File: src/rtl/multiplicador_sequencial.sv
// Sequential shift-and-add multiplier: WIDTH x WIDTH -> 2*WIDTH, unsigned or two's complement.
// One WIDTH+1 bit adder, WIDTH CALC cycles plus one FIX cycle for sign restoration.
module multiplicador_sequencial #(
    parameter int WIDTH = 5
) (
    input  logic                 CLOCK_50,
    input  logic                 reset,
    input  logic                 start,
    input  logic                 signed_en,
    input  logic [WIDTH-1:0]     a,
    input  logic [WIDTH-1:0]     b,
    output logic                 busy,
    output logic                 done,
    output logic [2*WIDTH-1:0]   product
);

    localparam int CNT_W = (WIDTH > 2) ? $clog2(WIDTH) : 1;

    typedef enum logic [1:0] {
        IDLE,
        CALC,
        FIX
    } state_t;

    state_t               state_q, state_d;
    logic [WIDTH-1:0]     mcand_q, mcand_d;
    logic [WIDTH-1:0]     mplier_q, mplier_d;
    logic [2*WIDTH-1:0]   acc_q, acc_d;
    logic [2*WIDTH-1:0]   product_q, product_d;
    logic [CNT_W-1:0]     cnt_q, cnt_d;
    logic                 sign_q, sign_d;
    logic                 done_q, done_d;

    logic [WIDTH-1:0]     mag_a, mag_b;
    logic [WIDTH:0]       sum;

    always_ff @(posedge CLOCK_50) begin
        if (reset) begin
            state_q   <= IDLE;
            mcand_q   <= '0;
            mplier_q  <= '0;
            acc_q     <= '0;
            product_q <= '0;
            cnt_q     <= '0;
            sign_q    <= 1'b0;
            done_q    <= 1'b0;
        end else begin
            state_q   <= state_d;
            mcand_q   <= mcand_d;
            mplier_q  <= mplier_d;
            acc_q     <= acc_d;
            product_q <= product_d;
            cnt_q     <= cnt_d;
            sign_q    <= sign_d;
            done_q    <= done_d;
        end
    end

    always_comb begin
        state_d = state_q;
        unique case (state_q)
            IDLE:    if (start) state_d = CALC;
            CALC:    if (cnt_q == CNT_W'(WIDTH - 1)) state_d = FIX;
            FIX:     state_d = IDLE;
            default: state_d = IDLE;
        endcase
    end

    always_comb begin
        // Negating -2^(WIDTH-1) wraps to the same bit pattern, which read unsigned is its magnitude.
        mag_a = (signed_en && a[WIDTH-1]) ? -a : a;
        mag_b = (signed_en && b[WIDTH-1]) ? -b : b;
        sum   = {1'b0, acc_q[2*WIDTH-1:WIDTH]} + (mplier_q[0] ? {1'b0, mcand_q} : '0);

        mcand_d   = mcand_q;
        mplier_d  = mplier_q;
        acc_d     = acc_q;
        product_d = product_q;
        cnt_d     = cnt_q;
        sign_d    = sign_q;
        done_d    = 1'b0;

        case (state_q)
            IDLE: begin
                if (start) begin
                    mcand_d  = mag_a;
                    mplier_d = mag_b;
                    sign_d   = signed_en & (a[WIDTH-1] ^ b[WIDTH-1]);
                    acc_d    = '0;
                    cnt_d    = '0;
                end
            end
            CALC: begin
                acc_d    = {sum, acc_q[WIDTH-1:1]};
                mplier_d = mplier_q >> 1;
                cnt_d    = cnt_q + CNT_W'(1);
            end
            FIX: begin
                product_d = sign_q ? -acc_q : acc_q;
                done_d    = 1'b1;
            end
            default: ;
        endcase
    end

    always_comb begin
        busy    = (state_q != IDLE);
        done    = done_q;
        product = product_q;
    end

endmodule

File: config.mk
export PLATFORM = sky130hd
export DESIGN_NAME = multiplicador_sequencial
export DESIGN_NICKNAME = d
export VERILOG_FILES = /design/src/rtl/multiplicador_sequencial.sv
export SDC_FILE = /design/constraint.sdc
export NUM_CORES = 1
export LEC_CHECK = 0
export ABC_AREA = 0
export BUFFER_PORTS_ARGS = -buffer_cell sky130_fd_sc_hd__buf_2
export CAP_MARGIN = 10
export CORE_ASPECT_RATIO = 2
export CORE_UTILIZATION = 43
export CTS_CLUSTER_DIAMETER = 30
export DETAILED_ROUTE_END_ITERATION = 8
export PLACE_DENSITY = 0.7
export SKIP_CTS_REPAIR_TIMING = 1
export SLEW_MARGIN = 20
export SYNTH_ARGS = -nofsm -noshare
export SYNTH_HDL_FRONTEND = slang
export SYNTH_SLANG_ARGS = --single-unit
File: constraint.sdc
create_clock -name CLOCK_50 -period 4.6 [get_ports CLOCK_50]
set_clock_uncertainty 0.15 [all_clocks]
set_input_delay 0.92 -clock CLOCK_50 [delete_from_list [all_inputs] [get_ports CLOCK_50]]
set_output_delay 0.92 -clock CLOCK_50 [all_outputs]
set_load 0.02 [all_outputs]
==> impl_metrics.env, run 1 <==
export IMPL_grt_usage_pct=18.4
export IMPL_finalCritPeriodShare_pct=47.8
export IMPL_grt_overflow_total=0
export IMPL_via_per_inst=5.41
export IMPL_grt_pass1_wl_mm=6.62
export IMPL_required_ps=4650
export IMPL_fin_hold_ws_ps=293
export IMPL_insertion_delay_ps=290
export IMPL_clock_sinks=37
export IMPL_seq_area_frac_synth_pct=39.2
export IMPL_status="completed"
export IMPL_fmax_mhz=455
export IMPL_antenna_cells=0
export IMPL_cellLeakagePower_nw=0.908
export IMPL_critPathMaxStageDelay_ps=750
export IMPL_chipHeight_um=95.8
export IMPL_start_util_pct=45.4
export IMPL_fin_ws_ps=2400
export IMPL_layout_commonest_cell="dfxtp_1"
export IMPL_antenna_left=0
export IMPL_layout_common_cells="dfxtp_1, nor2_1, buf_2, nand2_1, inv_1"
export IMPL_slew_headroom_pct=35.6
export IMPL_syn_area_sq_mm=0.00189
export IMPL_hp_start="product[8]"
export IMPL_crit_fanout=14
export IMPL_fillCellCount=434
export IMPL_cts_root_buf="clkbuf_8"
export IMPL_tightest_slew_ps=964
export IMPL_grt_max_degree=39
export IMPL_drt_initial_drc_count=42
export IMPL_yosysWarnings=0
export IMPL_synth_seq_cells=37
export IMPL_first_pass_iters=4
export IMPL_num_nets_final=264
export IMPL_maxCapViolCount=0
export IMPL_dpl_worst_slack_ps=2100
export IMPL_power_density_mw_per_mm2=294
export IMPL_cp_arrival_ps=2250
export IMPL_routedWlPerCell_um=13.1
export IMPL_setup_violations_final=0
export IMPL_syn_area_per_cell_sq_um=8.68
export IMPL_placementRows=33
export IMPL_path_delay_family="compound AO/OA/AOI/OAI gates"
export IMPL_criticalPathCategory="primary input to flip-flop"
export IMPL_synth_nets=243
export IMPL_crit_start="start"
export IMPL_cp_slowest_cell="o21bai_1"
export IMPL_antenna_found_initial=0
export IMPL_ios=26
export IMPL_drive_above_1_share_pct=17.5
export IMPL_synth_edf_count=0
export IMPL_path_buf_inv=1
export IMPL_setup_tns_ps=0
export IMPL_grt_pass1_vias=1520
export IMPL_postLayoutCoreUtil_pct=51.0
export IMPL_htree_levels=2
export IMPL_slew_violations=0
export IMPL_die_w_um=48.9
export IMPL_clkSlewWorstSetupHoldPaths_ps=80
export IMPL_area_growth_pct=12.5
export IMPL_cts_tree="built"
export IMPL_dieArea_sq_mm=0.00468
export IMPL_start_kind="primary input"
export IMPL_reg2reg_from="state_q[0]"
export IMPL_async_flop_share_pct=0
export IMPL_syn_inst=218
export IMPL_final_area_sq_mm=0.00213
export IMPL_gp_congestion=0.776
export IMPL_dp_hpwl_mm=2.85
export IMPL_hold_viol=0
export IMPL_end_kind="flip-flop"
export IMPL_num_vias=1580
export IMPL_hold_class="flip-flop to flip-flop"
export IMPL_drc=0
export IMPL_yosys_most_used_dff="dfxtp_1"
export IMPL_fin_crit_ps=2200
export IMPL_ir_drop_mv=0.225
export IMPL_portBuffers=25
export IMPL_cts_buffers=5
export IMPL_core_area_sq_mm=0.00417
export IMPL_wirelength_mm=3.82
export IMPL_cts_buffer_depth=2
export IMPL_rsz0062_at_grt="no"
export IMPL_crit_chain="buf_2 -> o21bai_1 -> a211oi_1 -> a221oi_1"
export IMPL_placed_cell_area_sq_mm=0.00204
export IMPL_synth_cell_types=40
-- cells in the mapped netlist, types with 2 or more instances --
cell type,number,area [sq um]
nand2_1,14,52.6
xnor2_1,5,43.8
o311ai_0,2,17.5
o31ai_1,4,30.0
buf_2,4,20.0
a222oi_1,3,30.0
or4_4,2,22.5
dfxtp_1,37,741
and2_1,5,31.3
nor2_1,29,109
a21oi_1,11,55.1
ha_1,10,125
mux2i_1,2,20.0
o21ai_1,3,15.0
nand3_1,9,45.0
nor2b_1,5,31.3
nand2b_1,2,12.5
inv_1,13,48.8
a22oi_1,7,52.6
o21ai_0,3,15.0
a21o_1,2,15.0
xor2_1,9,78.8
clkbuf_1,8,30.0
nor3_1,2,10.0
or4_1,2,15.0
a211oi_1,11,82.6
-- kinds of logic after synthesis --
| family | Yosys count | synth area share, % |
|---|---|---|
| compound gates | 51 | 19.4 |
| xor+xnor | 14 | 6.48 |
| fa+ha+maj | 11 | 7.67 |
| buf+inv | 25 | 5.23 |
| flops | 37 | 39.2 |
| mux | 3 | 1.65 |
| simple gates | 77 | 20.4 |
-- area by class of cell --
| class | instances | area [sq um] | area share [%] |
|---|---|---|---|
| multi-input combinational | 156 | 1050 | 49.6 |
| sequential | 37 | 741 | 34.8 |
| tap | 52 | 65.1 | 3.06 |
| inverter | 13 | 48.8 | 2.29 |
| timing repair buffer | 26 | 133 | 6.23 |
| clock buffer | 5 | 68.8 | 3.23 |
| clock inverter | 3 | 17.5 | 0.823 |
-- worst register-to-register path, stage by stage (launching register included) --
cell	delay, ps
dfxtp_1	490
nor2b_1	670
buf_4	280
o21ai_0	90
a221oi_1	280
-- layer usage --
metal | vias up | track usage, % | routed length (um) | share of wire, %
li1 | 806 | - | - | -
met1 | 737 | 17.6 | 1460 | 38
met2 | 31 | 36.2 | 2200 | 58
met3 | 6 | 3.00 | 86 | 2.3
met4 | 0 | 10.3 | 74 | 1.9
met5 | - | 0 | 0 | 0
-- power by group --
group	leakage, nW	internal (mW)	switching (mW)
Sequential	0.300	0.329	0.00874
Combinational	0.564	0.0261	0.0398
Clock	0.0439	0.105	0.118
Total	0.908	0.460	0.167
-- through the flow --
step | total power [mW] | instances
final | 0.627 | 292
after global routing | 0.662 | 292
after CTS | 0.636 | 292
after detailed placement | 0.412 | 284
after global placement | 0.409 | 284
after floorplan | 0.390 | 218
-- state kept, by name, summed over array words and instances, names as in the netlist --
register / count
done: 1
acc_q: 10
mcand_q: 5
sign_q: 1
state_q: 2
product: 10
mplier_q: 5
cnt_q: 3
-- worst paths after layout --
kind	slack [ps]	end	cells after the start
worst max-delay path	2400	acc_q[9]	4
worst min-delay path	290	product[8]	2
worst max register to register	2560	acc_q[9]	4
worst min register to register	290	product[8]	2
Power figures use the tool's default switching activity.
==> inputs of run 2 (changes only) <==
Settings changed: PLACE_DENSITY 0.7 to 0.72.
Clock period 4.6 ns to 1.8 ns, I/O delays scaled along.
==> run 2 against run 1 <==
Against the previous run:
- total power rose to 2.7 times the previous value
- flip-flop and latch count unchanged
- die area unchanged
- first-iteration DRC count down 29%
- via count is 5.6% higher
- global-route usage up 1.0 points
- utilization up 4.7 points
- critical path depth increased by 3
- setup slack worse by 2300 ps
- final cell count rose by 6.2%
- largest cell class unchanged
==> impl_metrics.env, run 2 (same netlist as run 1, synthesis figures left out) <==
export IMPL_core_area_sq_mm=0.00417
export IMPL_antenna_found_initial=0
export IMPL_routedWlPerCell_um=13.1
export IMPL_placed_cell_area_sq_mm=0.00217
export IMPL_cp_arrival_ps=1750
export IMPL_drt_initial_drc_count=30
export IMPL_portBuffers=25
export IMPL_num_nets_final=282
export IMPL_criticalPathCategory="flip-flop to flip-flop"
export IMPL_chipHeight_um=95.8
export IMPL_ir_drop_mv=0.409
export IMPL_start_kind="flip-flop"
export IMPL_dieArea_sq_mm=0.00468
export IMPL_crit_start="mplier_q[0]"
export IMPL_area_growth_pct=22.8
export IMPL_fin_cells=310
export IMPL_num_vias=1668
export IMPL_fmax_mhz=585
export IMPL_layout_common_cells="dfxtp_1, nor2_1, buf_2, buf_4, nand2_1"
export IMPL_wirelength_mm=4.07
export IMPL_fin_ws_ps=89.3
export IMPL_hold_path_depth=3
export IMPL_placementRows=33
export IMPL_grt_max_degree=27
export IMPL_dp_cells=302
export IMPL_dp_hpwl_mm=3.14
export IMPL_via_per_inst=5.38
export IMPL_hold_class="primary input to flip-flop"
export IMPL_htree_levels=2
export IMPL_drive_above_1_share_pct=26.4
export IMPL_power_density_mw_per_mm2=735
export IMPL_final_area_sq_mm=0.00232
export IMPL_status="completed"
export IMPL_dpl_worst_slack_ps=-19.9
export IMPL_cts_buffers=5
export IMPL_grt_usage_pct=19.4
export IMPL_layout_commonest_cell="dfxtp_1"
export IMPL_antenna_left=0
export IMPL_r2r_end="acc_q[8]"
export IMPL_slew_headroom_pct=70.0
export IMPL_min_to="mcand_q[0]"
export IMPL_grt_pass1_wl_mm=6.86
export IMPL_drc=0
export IMPL_antenna_cells=0
export IMPL_cts_root_buf="clkbuf_8"
export IMPL_cts_buffer_depth=2
export IMPL_slew_violations=0
export IMPL_hold_viol=0
export IMPL_first_pass_iters=4
export IMPL_reg2reg_from="mplier_q[0]"
export IMPL_fin_crit_ps=1710
export IMPL_setup_violations_final=0
export IMPL_fin_hold_ws_ps=177
export IMPL_die_w_um=48.9
export IMPL_r2r_cells=7
export IMPL_start_util_pct=45.4
export IMPL_required_ps=1840
export IMPL_clock_sinks=37
export IMPL_hp_start="a[0]"
export IMPL_cts_tree="built"
export IMPL_maxCapViolCount=0
export IMPL_grt_overflow_total=0
export IMPL_insertion_delay_ps=300
export IMPL_cellLeakagePower_nw=1.00
export IMPL_end_kind="flip-flop"
export IMPL_clkSlewWorstSetupHoldPaths_ps=70
export IMPL_postLayoutCoreUtil_pct=55.7
export IMPL_ios=26
export IMPL_crit_fanout=5
export IMPL_finalCritPeriodShare_pct=95.0
export IMPL_r2r_slack_ps=90
export IMPL_grt_pass1_vias=1617
export IMPL_rsz0062_at_grt="yes"
export IMPL_gp_congestion=0.830
export IMPL_tightest_slew_ps=450
## run 2: cell count changes in the layout (fill, tap and decap cells not counted), sizes merged
cell / previous run / this run
clkinvlp: 1 / 0
clkbuf: 5 / 7
buf: 26 / 44
clkinv: 2 / 1
## run 2: metrics by stage
step	TNS [ps]	power (mW)
floorplan	0	0.997
global placement	0	1.07
detailed placement	-19.9	1.08
CTS	-72.1	1.72
global route	-21.5	1.78
finish	0	1.71
## run 2: worst max-delay path, stage by stage, from the launching register on
cell     delay (ps)
dfxtp_2         340
and2_4          130
ha_2            170
fa_2            330
a21o_1          170
a21oi_2         140
or4_1           110
nand3_1          50
## run 2: power by group
| part | total (mW) | switching, mW | internal [mW] |
|---|---|---|---|
| sequential | 0.863 | 0.0204 | 0.842 |
| combinational | 0.200 | 0.111 | 0.0885 |
| clock | 0.645 | 0.299 | 0.346 |
## run 2: area by class of cell
type	instances	area, sq um
inverter	13	48.8
tap	52	65.1
clock buffer	7	96.3
fill	426	1850
multi-input combinational	156	1100
timing repair buffer	44	268
clock inverter	1	5.00
sequential	37	742
## run 2: how the worst max path moves through the flow
stage                           to  cells after the start
after floorplan           acc_q[8]                      7
after CTS                 acc_q[8]                      7
after global placement    acc_q[7]                      6
final                     acc_q[8]                      7
after detailed placement  acc_q[8]                      7
after global routing      acc_q[8]                      7
## run 2: layer usage
metal	up-vias	wire (um)	track usage [%]
li1	845	-	-
met1	779	1420	16.2
met2	33	2390	40.2
met3	11	111	3.00
met4	0	149	13.2
met5	-	0	0
